`config.mk`:
```
export PLATFORM = sky130hd
export DESIGN_NAME = shift_register
export DESIGN_NICKNAME = d
export VERILOG_FILES = /design/src/rtl/shift_register_pkg.sv /design/src/rtl/input_conditioner.sv /design/src/rtl/shift_register.sv
export SDC_FILE = /design/constraint.sdc
export NUM_CORES = 1
export LEC_CHECK = 0
export CAP_MARGIN = 20
export CORE_MARGIN = 2
export CORE_UTILIZATION = 44
export DETAILED_ROUTE_END_ITERATION = 16
export PLACE_DENSITY = 0.7
export SYNTH_ARGS = -nofsm -noshare
export SYNTH_HDL_FRONTEND = slang
export SYNTH_HIERARCHICAL = 1
export SYNTH_SLANG_ARGS = --single-unit
```
`constraint.sdc`:
```
create_clock -name clk -period 2.1 [get_ports clk]
set_input_delay 0.63 -clock clk [delete_from_list [all_inputs] [get_ports clk]]
set_output_delay 0.63 -clock clk [all_outputs]
set_load 0.005 [all_outputs]
```
`src/rtl/shift_register_pkg.sv`:
```
// Shared defaults and the core-operation encoding for the shift_register block.
//   DEFAULT_WIDTH         : shift register width
//   DEFAULT_WAIT_TIME     : debounce stability time in clk cycles
//   DEFAULT_COUNTER_WIDTH : debounce counter width (must hold WAIT_TIME)
package shift_register_pkg;

  localparam int unsigned DEFAULT_WIDTH         = 8;
  localparam int unsigned DEFAULT_WAIT_TIME     = 3;
  localparam int unsigned DEFAULT_COUNTER_WIDTH = 3;

  typedef enum logic [1:0] {
    OP_HOLD  = 2'd0,
    OP_SHIFT = 2'd1,
    OP_LOAD  = 2'd2
  } core_op_e;

  // Load has priority over shift; a coincident shift is dropped.
  function automatic core_op_e select_op(input logic load, input logic shift);
    if (load)       return OP_LOAD;
    else if (shift) return OP_SHIFT;
    else            return OP_HOLD;
  endfunction

endpackage

```
`src/rtl/input_conditioner.sv`:
```
// Synchronizes and debounces one asynchronous noisy input.
// Ports:
//   clk           : system clock, rising edge
//   reset         : synchronous active-high reset
//   noisy_signal  : raw asynchronous input
//   conditioned   : debounced, synchronized level
//   positive_edge : one-cycle pulse when conditioned goes 0->1
//   negative_edge : one-cycle pulse when conditioned goes 1->0
module input_conditioner #(
  parameter int unsigned WAIT_TIME     = 3,
  parameter int unsigned COUNTER_WIDTH = 3
) (
  input  logic clk,
  input  logic reset,
  input  logic noisy_signal,
  output logic conditioned,
  output logic positive_edge,
  output logic negative_edge
);

  localparam logic [COUNTER_WIDTH-1:0] LP_WAIT = COUNTER_WIDTH'(WAIT_TIME);

  logic                     r_sync0;
  logic                     r_sync1;
  logic [COUNTER_WIDTH-1:0] r_counter;
  logic                     r_conditioned;
  logic                     r_pos_edge;
  logic                     r_neg_edge;

  always_ff @(posedge clk) begin
    if (reset) begin
      r_sync0       <= 1'b0;
      r_sync1       <= 1'b0;
      r_counter     <= '0;
      r_conditioned <= 1'b0;
      r_pos_edge    <= 1'b0;
      r_neg_edge    <= 1'b0;
    end else begin
      r_sync0    <= noisy_signal;
      r_sync1    <= r_sync0;
      r_pos_edge <= 1'b0;
      r_neg_edge <= 1'b0;
      if (r_sync1 == r_conditioned) begin
        // Any excursion that reverts early clears the stability count.
        r_counter <= '0;
      end else if (r_counter == LP_WAIT) begin
        r_conditioned <= r_sync1;
        r_counter     <= '0;
        r_pos_edge    <= r_sync1;
        r_neg_edge    <= ~r_sync1;
      end else begin
        r_counter <= r_counter + 1'b1;
      end
    end
  end

  assign conditioned   = r_conditioned;
  assign positive_edge = r_pos_edge;
  assign negative_edge = r_neg_edge;

endmodule

```
`src/rtl/shift_register.sv`:
```
// Bring-up shift register driven by three debounced asynchronous inputs.
// Ports:
//   clk                 : system clock, rising edge
//   reset               : synchronous active-high reset
//   noisy_serial_in     : raw serial data bit
//   noisy_periph_clk    : raw peripheral clock; each conditioned rise shifts once
//   noisy_parallel_load : raw load button; load happens on conditioned release
//   parallel_data_in    : value loaded on button release
//   parallel_data_out   : register contents
//   serial_data_out     : register MSB
module shift_register
  import shift_register_pkg::*;
#(
  parameter int unsigned WIDTH         = DEFAULT_WIDTH,
  parameter int unsigned WAIT_TIME     = DEFAULT_WAIT_TIME,
  parameter int unsigned COUNTER_WIDTH = DEFAULT_COUNTER_WIDTH
) (
  input  logic             clk,
  input  logic             reset,
  input  logic             noisy_serial_in,
  input  logic             noisy_periph_clk,
  input  logic             noisy_parallel_load,
  input  logic [WIDTH-1:0] parallel_data_in,
  output logic [WIDTH-1:0] parallel_data_out,
  output logic             serial_data_out
);

  logic w_serial_level;
  logic w_shift;
  logic w_load;
  core_op_e w_op;
  logic [WIDTH-1:0] r_data;

  input_conditioner #(
    .WAIT_TIME    (WAIT_TIME),
    .COUNTER_WIDTH(COUNTER_WIDTH)
  ) u_serial (
    .clk          (clk),
    .reset        (reset),
    .noisy_signal (noisy_serial_in),
    .conditioned  (w_serial_level),
    .positive_edge(),
    .negative_edge()
  );

  input_conditioner #(
    .WAIT_TIME    (WAIT_TIME),
    .COUNTER_WIDTH(COUNTER_WIDTH)
  ) u_periph (
    .clk          (clk),
    .reset        (reset),
    .noisy_signal (noisy_periph_clk),
    .conditioned  (),
    .positive_edge(w_shift),
    .negative_edge()
  );

  input_conditioner #(
    .WAIT_TIME    (WAIT_TIME),
    .COUNTER_WIDTH(COUNTER_WIDTH)
  ) u_load (
    .clk          (clk),
    .reset        (reset),
    .noisy_signal (noisy_parallel_load),
    .conditioned  (),
    .positive_edge(),
    .negative_edge(w_load)
  );

  always_comb begin
    w_op = select_op(w_load, w_shift);
  end

  always_ff @(posedge clk) begin
    if (reset) begin
      r_data <= '0;
    end else begin
      unique case (w_op)
        OP_LOAD:  r_data <= parallel_data_in;
        OP_SHIFT: r_data <= {r_data[WIDTH-2:0], w_serial_level};
        default:  r_data <= r_data;
      endcase
    end
  end

  assign parallel_data_out = r_data;
  assign serial_data_out   = r_data[WIDTH-1];

endmodule

```
# After elaboration in Yosys (flattened, before gate mapping)
# Cells that the tools add are included.
# word_totals
ram_bits,0
in_bits,13
latch_bits,0
memories,0
wordCells,44
register_bits,28
rom_bits,0
# classes
n_div,0
addsub,3
n_shift,0
bitwise_logic,6
n_mul,0
order_cmp,0
n_reduce_logical,9
eq_ne,8
n_mux,3
# op_table
op,count
$pmux 8 s2,1
$reduce_or 3->1,5
$add 3x1->3 const B,3
$eq 3x2->1 const B,3
$not 1->1,6
$reduce_and 2->1,3
$eq 1x1->1,3
$eq 2x1->1 const B,1
$eq 2x2->1 const B,1
$mux 2,1
$reduce_bool 2->1,1
$mux 1,1

# Logic depth before layout (Yosys ltp)
# Gate-level depths: netlist (run 1).
# depth
ltp_word,4
mapped_depth,4
mapped_depth_nobuf,4

# By module
# Netlist (run 1), hierarchy kept.
# modules_own_cells
module,area_per_inst_um2,n_inst,cells_each,seq_area_each_um2
input_conditioner,276.5,3,21,160.2
shift_register,376.6,1,36,160.2

# Worst setup path before layout (run 1)
# OpenSTA, ideal clock, no wires.
# synth_timing
path_kind,register to output
from,"register r_data[7], in the netlist parallel_data_out[7]"
to,output parallel_data_out[7]
t_arrival_ns,0.449
n_path_buf,1
setup_slack_ns,1.021
path_stages_with_launch,2
path_cell_list,dfxtp_1 > buf_4
# synth_rtl
item,line_no,source
from (decl),shift_register.sv:32,logic [WIDTH-1:0] r_data;
from (signal assigned),shift_register.sv:79,OP_LOAD: r_data <= parallel_data_in;
from (signal assigned),shift_register.sv:80,"OP_SHIFT: r_data <= {r_data[WIDTH-2:0], w_serial_level};"
from (signal assigned),shift_register.sv:81,default: r_data <= r_data;
to (decl),shift_register.sv:24,"output logic [WIDTH-1:0] parallel_data_out,"
# No word-level cell between the ends.

# Worst setup path after layout (run 1)
# layout_timing
from,"register r_data[0], in the netlist parallel_data_out[0]"
to,output parallel_data_out[0]
# No word-level cell between the ends.

==> metrics.yaml, run 1 <==
worstSetupPathType: "register to output pin"
cpMaxStageDelayCell: "clkdlybuf4s50_1"
antenna_found_initial: 0
rsz0062_at_grt: "false"
cts_tree: "yes"
wl_met1_microns: 844
via_count: 727
drt-wirelength-per-cell_microns: 12.5
nets: 134
clock_latency_ns: 0.32
pwr-share-seq: 0.643
yosysWarnings: 6
post_cts_resized: 0
coreArea_sq_mm: 0.00225
route.met3.wl_microns: 88
ant_nets: 0
cp_cell_sequence: "clkdlybuf4s50_1"
final.setup.tns_ns: 0
fin_crit_sh: 0.889
syn_avg_cell_area_sq_um: 11.8
postCtsSetupBuffers: 0
cts_made_buffers: 3
arrival_ns: 1.24
n_antenna_cell: 0
syn_inst: 91
power_frac_comb: 0.054
die_w_microns: 53.5
startpoint_type: "register"
hold_path.class: "register to register"
timing.critical_path.buf_inv: 1
internal_power_mw: 0.674
leakage_nw: 0.459
place.gp.congestion: 0.612
grt_pass1_vias: 690
critPathMaxFanout: 3
drt_iter0_drc: 2
grt_max_degree: 29
hold_viol_final: 0
fp.dieH_microns: 53.5
maxSlewViolCount: 0
syn2layout_area_growth_pct: 25.9
die_area_sq_mm: 0.00286
cpPeakStageDelay_ns: 0.52
wl_met2_microns: 828
clkTransAtPathRegs_ns: 0.15
grt_first_pass_wirelength_microns: 2940
tightest_slew_ns: 0.466
max-vdd-ir-drop_uv: 357
fmax_ghz: 0.535
required_ns: 1.47
relSlewSlack: 0.689
critPathTopFamily: "buffers and inverters"
clockBufferDepth: 2
drive_gt1_frac: 0.0965
status: "completed"
synth_area_sq_mm: 0.00108
syn_nets: 110
cts-root-buf: "clkbuf_4"
postCtsHoldBufs: 0
htree_levels: 1
total_power_mw: 0.842
drc: 0
rows: 17
ios: 22
wl_microns: 1770
clkSinkCount: 28
max_cap_viol_count: 0
p_clk_frac: 0.303
end_kind: "output pin"
grt-ovfl-total: 0
fin_crit_ns: 1.87
io_buffers: 21
via_per_inst: 5.12
power.density_mw_per_mm2: 622
start_util: 0.477
setup_violations: 0
dpl.hpwl_microns: 1230
finClkSkew_ns: 0.00830
first_pass_iters: 2
p_sw_mw: 0.168
topRoutingLayerUsed: "met4"
grt_usage: 0.142
sw_frac_of_total: 0.200
per-layer routing:
metal  up-vias  GRT usage
li1        370          -
met1       337      0.175
met2        18      0.239
met3         2     0.0254
met4         0     0.0641
met5         -          0
path summary, 6_finish.rpt:
path | from | end | slack [ns] | cells after the start
setup reg to reg | u_periph/r_counter[0] | u_periph/r_counter[0] | 0.92 | 3
setup / recovery | parallel_data_out[0] | parallel_data_out[0] | 0.23 | 1
hold / removal | u_serial/r_counter[0] | u_serial/r_counter[0] | 0.44 | 1
hold reg to reg | u_serial/r_counter[0] | u_serial/r_counter[0] | 0.44 | 1
power by group through the flow:
stage / clock (mW) / sequential (mW) / combinational, mW
floorplan: 0 / 0.553 / 0.0117
global placement: 0 / 0.553 / 0.0447
detailed placement: 0 / 0.553 / 0.0455
CTS: 0.268 / 0.542 / 0.0457
global route: 0.282 / 0.543 / 0.0486
finish: 0.255 / 0.542 / 0.0452
per-stage QoR:
| step | cell area [sq um] | std cells | utilization | setup WS [ns] | hold slack (ns) |
|---|---|---|---|---|---|
| 5_1_grt | 1360 | 142 | 0.601 | 0.180 | 0.466 |
| 3_3_place_gp | 1320 | 138 | 0.585 | 0.421 | 0.415 |
| 2_1_floorplan | 1080 | 91 | - | 1.02 | 0.405 |
| 4_1_cts | 1360 | 142 | 0.601 | 0.214 | 0.446 |
| 6_report | 1360 | 142 | 0.601 | 0.233 | 0.443 |
| 3_5_place_dp | 1320 | 138 | 0.585 | 0.411 | 0.426 |
cell usage in the layout, fill, tap and decap left out, types with 2 or more instances in the layout:
master,instances
and4bb_2,2
mux2i_1,11
nor2b_1,14
nor4_1,6
xnor2_1,3
dfxtp_1,28
ha_1,6
nor4b_2,3
clkdlybuf4s50_1,21
nor2_1,3
clkbuf_4,3
a211oi_1,8
inv_1,3
flip-flops by register name, indices dropped and copies added (netlist names):
signal	cells
u_periph/positive_edge	1
u_load/r_sync1	1
u_load/r_sync0	1
u_periph/conditioned	1
u_serial/r_sync1	1
u_periph/r_counter	3
u_load/r_counter	3
u_periph/r_sync1	1
u_serial/r_sync0	1
u_load/negative_edge	1
u_serial/conditioned	1
u_load/conditioned	1
u_serial/r_counter	3
u_periph/r_sync0	1
parallel_data_out	8
area by class of cell:
cell class	count	area [sq um]
inverters	4	15.0
clock buffers	4	36.3
repair buffers	22	230
multi-input cells	56	478
well taps	28	35.0
flip-flops and latches	28	561
fillers	206	900
Note: power is estimated with default switching activity, not from simulation.
==> run 2, diff against run 1 <==
Settings changed: GPL_ROUTABILITY_DRIVEN from default to 0.
==> results of run 2 <==
The final DEF is identical to that of run 1; final timing and power are the same.
==> run 3, diff against run 2 <==
Settings changed: ABC_CLOCK_PERIOD_IN_PS from default to 2100.
==> results of run 3 <==
The final DEF is identical to that of run 1; final timing and power are the same.
